### src/rtl/stream_zero_pad.sv
// Streams an IMG_H x IMG_W frame out as an OH x OW frame with a PAD-pixel border.
// The border is either zeros or a constant latched at frame start; one output register, 1-cycle latency.
module stream_zero_pad #(
    parameter int DATA_W   = 32,
    parameter int CHANNELS = 1,
    parameter int IMG_H    = 5,
    parameter int IMG_W    = 5,
    parameter int PAD      = 1
) (
    input  logic                         clk,
    input  logic                         reset,
    input  logic                         en,
    input  logic                         start,
    input  logic                         pad_mode,
    input  logic [DATA_W-1:0]            pad_val,
    input  logic [CHANNELS*DATA_W-1:0]   in_data,
    input  logic                         in_valid,
    output logic                         in_ready,
    output logic [CHANNELS*DATA_W-1:0]   out_data,
    output logic                         out_valid,
    input  logic                         out_ready,
    output logic                         out_last,
    output logic                         busy,
    output logic                         done
);
    localparam int BW = CHANNELS * DATA_W;
    localparam int OH = IMG_H + 2 * PAD;
    localparam int OW = IMG_W + 2 * PAD;
    localparam int RW = $clog2(OH + 1);
    localparam int CW = $clog2(OW + 1);

    typedef enum logic [1:0] {IDLE, RUN, DRAIN} state_t;

    state_t            state, state_nxt;
    logic [RW-1:0]     row;
    logic [CW-1:0]     col;
    logic              mode_q;
    logic [DATA_W-1:0] pad_q;
    logic              interior, at_end, row_end, slot_free, produce, done_nxt;
    logic [BW-1:0]     pad_word;

    assign interior  = (int'(row) >= PAD) && (int'(row) < PAD + IMG_H) &&
                       (int'(col) >= PAD) && (int'(col) < PAD + IMG_W);
    assign row_end   = (col == CW'(OW - 1));
    assign at_end    = row_end && (row == RW'(OH - 1));
    assign slot_free = !out_valid || out_ready;
    assign produce   = (state == RUN) && en && slot_free && (!interior || in_valid);
    assign pad_word  = mode_q ? {CHANNELS{pad_q}} : '0;

    always_ff @(posedge clk or posedge reset) begin
        if (reset) state <= IDLE;
        else       state <= state_nxt;
    end

    always_comb begin
        state_nxt = state;
        case (state)
            IDLE:    if (start) state_nxt = RUN;
            RUN:     if (produce && at_end) state_nxt = DRAIN;
            DRAIN:   if (slot_free) state_nxt = IDLE;
            default: state_nxt = IDLE;
        endcase
    end

    always_comb begin
        busy     = (state != IDLE);
        in_ready = (state == RUN) && en && interior && slot_free;
        done_nxt = (state == DRAIN) && slot_free;
    end

    always_ff @(posedge clk or posedge reset) begin
        if (reset) begin
            row       <= '0;
            col       <= '0;
            mode_q    <= 1'b0;
            pad_q     <= '0;
            out_data  <= '0;
            out_valid <= 1'b0;
            out_last  <= 1'b0;
            done      <= 1'b0;
        end else begin
            done <= done_nxt;
            // Pad settings are captured only when a frame is accepted.
            if (state == IDLE && start) begin
                mode_q <= pad_mode;
                pad_q  <= pad_val;
                row    <= '0;
                col    <= '0;
            end
            if (produce) begin
                out_data  <= interior ? in_data : pad_word;
                out_valid <= 1'b1;
                out_last  <= at_end;
                if (row_end) begin
                    col <= '0;
                    row <= row + 1'b1;
                end else begin
                    col <= col + 1'b1;
                end
            end else if (out_ready) begin
                out_valid <= 1'b0;
                out_last  <= 1'b0;
            end
        end
    end
endmodule

### config.mk
export PLATFORM = sky130hd
export DESIGN_NAME = stream_zero_pad
export DESIGN_NICKNAME = d
export VERILOG_FILES = /design/src/rtl/stream_zero_pad.sv
export SDC_FILE = /design/constraint.sdc
export NUM_CORES = 1
export LEC_CHECK = 0
export BUFFER_PORTS_ARGS = -buffer_cell sky130_fd_sc_hd__buf_2
export CORE_MARGIN = 1
export CORE_UTILIZATION = 30
export CTS_CLUSTER_DIAMETER = 100
export CTS_CLUSTER_SIZE = 20
export DETAILED_ROUTE_END_ITERATION = 10
export PLACE_DENSITY = 0.49
export SYNTH_ARGS = -nofsm -noshare
export SYNTH_HDL_FRONTEND = slang
export SYNTH_SLANG_ARGS = --single-unit
### constraint.sdc
create_clock -name clk -period 2.8 [get_ports clk]
set_input_delay 0.7 -clock clk [delete_from_list [all_inputs] [get_ports clk]]
set_output_delay 0.7 -clock clk [all_outputs]
set_load 0.01 [all_outputs]
# Yosys cells after proc, flatten, opt, wreduce, memory -nomap -nowiden
# Index checks and enable logic that the tools add are counted.
# totals
reg_bits	76
input_bits	71
output_inout_bits	37
wordCells	58
# classes
add_sub_neg	2
n_lt_le_gt_ge	4
eq_ne	7
muxes	15
n_reduce_logical	21
# ops
cell	n
$mux 32	2
$mux 3	6
$logic_and 1x1->1	12
$add 3x1->3 const B	2
$eq 3x3->1 const B	2
$ge 3x1->1 const B	2
$lt 3x3->1 const B	2
$mux 2	3
$pmux 2 s3	1
$reduce_bool 2->1	3
$ne 2x2->1 const B	2
$mux 1	3
$reduce_and 3->1	1
$eq 2x1->1 const B	1
$eq 2x2->1 const B	1
$logic_not 1->1	2
$logic_not 2->1	1
$logic_or 1x1->1	2
$ne 2x1->1 const B	1

# Depth between registers and ports, before layout
# depth
ltp_word	10
ltp_mapped	8
depth_no_buf	6

# Worst setup path after synthesis
# OpenSTA, ideal clock, no wires.
# synth_path
path_kind	in2out
startpoint	input port out_ready
endpoint	output port in_ready
arrival_ns	1.406
required_ns	2.100
setup_slack_ns	0.694
path_stages	5
n_path_buf	1
cell_sequence	nand2b_1 -> and3_1 -> clkbuf_1 -> inv_1 -> nor2_1
# synth_via
elab_chain_cells	2
# synth_rtl
element	line_no	text
start: declaration	21	input logic out_ready,
$logic_or 1x1->1	46	assign slot_free = !out_valid || out_ready;
$logic_and 1x1->1	67	in_ready = (state == RUN) && en && interior && slot_free;
end: declaration	18	output logic in_ready,
# Every way passes these cells.

# Final worst setup path
# layout_path
startpoint	register row[1]
endpoint	output port in_ready
# layout_via
elab_chain_cells	6
elab_cells_between_ends	7
cone_classes	order compare (2); reduce/logical (5)
# layout_rtl
element	line_no	text
start: declaration	35	logic [RW-1:0] row;
start signal: assignment	96	row <= row + 1'b1;
$ge 3x1->1 or $lt 3x3->1 (tied branches)	42	assign interior = (int'(row) >= PAD) && (int'(row) < PAD + IMG_H) &&
$logic_and 1x1->1 (*) (2 in series)	42	
$logic_and 1x1->1 (*)	43	(int'(col) >= PAD) && (int'(col) < PAD + IMG_W);
$logic_and 1x1->1 (*) (2 in series)	67	
# Mark *: on every way between the ends. The rest lies on a longest branch, timed or not.

==> results_dict.tcl <==
set metrics [dict create \
    outcome "finished, final reports clean" \
    ys.flop_type "dfrtp_1" \
    dieWidth_um 114 \
    ys_top_cells_by_area "dfrtp_1 (50%), mux2_2 (13%), mux2i_1 (8.7%)" \
    place_inst 573 \
    drc_errors 0 \
    syn_area_um2 3790 \
    yosys.area.top_type_share_pct 50.2 \
    report.final.slew_viol_count 0 \
    finalSetupViolations 0 \
    slowest_delay_ps 430 \
    antenna_left 0 \
    relSlewSlack_pct 61.2 \
    peakVddDrop_uv 606 \
    p_total_mw 4.80 \
    start_util_pct 31.1 \
    cts_hold_buf 0 \
    grt_pass1_wl_um 13800 \
    seq_area_frac_synth_pct 50.2 \
    critical_path.max_fanout 6 \
    seqCellArea_um2 1900 \
    end_kind "primary output" \
    gp_congestion 0.746 \
    numClockSinks 76 \
    crit_buf_inv 2 \
    period_share_pct 86.2 \
    tns_ps 0 \
    cts-resized-gates 0 \
    hold_viol_final 0 \
    fin_cells 589 \
    worst_pin_slew_ps 581 \
    dp_hpwl_um 5870 \
    clockBufferDepth 2 \
    fin_util_pct 39.3 \
    clkTransAtPathRegs_ps 60 \
    path_class "flop to primary output" \
    io_buffer_count 107 \
    syn_avg_cell_area_um2 12.4 \
    crit_family "simple AND/OR/NAND/NOR gates" \
    post_cts_buffers 0 \
    firstDrtPassIters 5 \
    wirelength_um 8450 \
    grt_max_degree 38 \
    synth-seq-cells 76 \
    syn2layout_area_growth_pct 26.2 \
    ys_warn_count 0 \
    fp-row-count 40 \
    cellLeakagePower_nw 2.61 \
    synth_edf_count 0 \
    clock_skew_ps 3.54 \
    nets 490 \
    overflow 0 \
    first_iter_violations 62 \
    track_usage_pct 14.2 \
    vias 2591 \
    wl_per_cell_um 14.3 \
    final_area_um2 4780 \
    top_level_ports 108 \
    cts-buffers-inserted 9 \
    die-area_um2 13100 \
    postSynthCellCount 306 \
    core_um2 12200 \
    path_cells "inv_1, ha_1, or4_4, nand4_4, nor2_1, buf_2" \
    synth.distinct_cells 34 \
    async_reset_ff_share_pct 100 \
    power_density_nw_per_um2 1010 \
    timing.fmax_ghz 0.414 \
    vias_per_cell 4.40 \
    yosysMostFrequentCell "dfrtp_1" \
    placed_area_um2 4480 \
    die_h_um 114 \
    multi_input_area_um2 1570 \
    drv_cap 0 \
    arrival_ps 1710 \
    drive_gt1_share_pct 47.3 \
    cts_tree "built" \
    clock_latency_ps 330 \
    synth_top_cell_by_area "dfrtp_1" \
    rsz0062_at_grt "false" \
    nFillCells 1231 \
    synthTopCellsByCount "dfrtp_1 (76), mux2_2 (43), inv_1 (40)" \
    required_ps 2100 \
    synth_nets 380 \
    clockRootBuffer "clkbuf_16" \
    crit_slowest_cell "dfrtp_1" \
    hold_path_class "input port to async pin" \
    htree_levels 3 \
    crit_path_start_kind "flop" \
    antenna_cells 0 \
    post-route-min-period_ps 2410 \
    first_global_vias 2646 \
    antenna_found_initial 0 \
]
worst paths after layout:
path / start / endpoint / slack (ps) / cells past startpoint
setup / recovery: row[1] / in_ready / 390 / 6
hold / removal: reset / out_data[2] / 310 / 2
setup reg to reg: row[1] / out_data[27] / 690 / 7
hold reg to reg: out_data[23] / out_data[23] / 480 / 1
max in group asynchronous: reset / pad_q[9] / 1840 / 3
min in group clk: out_data[23] / out_data[23] / 480 / 1
cells by family after synthesis:
group                    after synthesis  share of synthesized area, %
AO/OA/AOI/OAI                         15                          2.78
adder cells (fa/ha/maj)                3                         0.992
buffers and inverters                 57                          8.49
flip-flops                            76                          50.2
multiplexers                          98                          30.0
AND/OR/NAND/NOR                       57                          7.47
metal layers:
metal,GRT usage [%],share of wire (%)
met4,6.49,1.8
met2,23.1,48
met5,0,0
met1,17.5,46
met3,3.76,4.3
flip-flops by register name, indices dropped and copies added (netlist names):
| name | cells |
|---|---|
| out_data | 32 |
| col | 3 |
| out_valid | 1 |
| out_last | 1 |
| done | 1 |
| row | 3 |
| pad_q | 32 |
| mode_q | 1 |
| state | 2 |
report_power, final:
part	total, mW	switching [mW]	internal (mW)	leakage, nW
Combinational	1.88	0.846	1.03	1.52
Clock	1.16	0.439	0.723	0.149
Sequential	1.76	0.253	1.51	0.942
Total	4.80	1.54	3.26	2.61
layout make-up:
type / count / area share (%)
repair buffers: 116 / 13.4
well taps: 168 / 4.40
multi-input cells: 173 / 32.9
inverters: 40 / 3.17
clock buffers: 16 / 6.31
flip-flops and latches: 76 / 39.8
placed cells by master (no fill, tap or decap), drive strengths merged, types with 3 or more instances in the layout:
cell	instances
buf	116
dfrtp	76
mux2	65
inv	39
nand2	35
mux2i	33
clkbuf	16
o21ai	5
nor2	4
nand2b	3
o31ai	3
ha	3
metrics by stage:
step / worst slack (ps) / hold WS [ps]
2_1_floorplan: 162 / 481
3_3_place_gp: 515 / 467
3_5_place_dp: 487 / 471
4_1_cts: 360 / 311
5_1_grt: 305 / 326
6_report: 387 / 310
(Power assumes the default switching activity.)
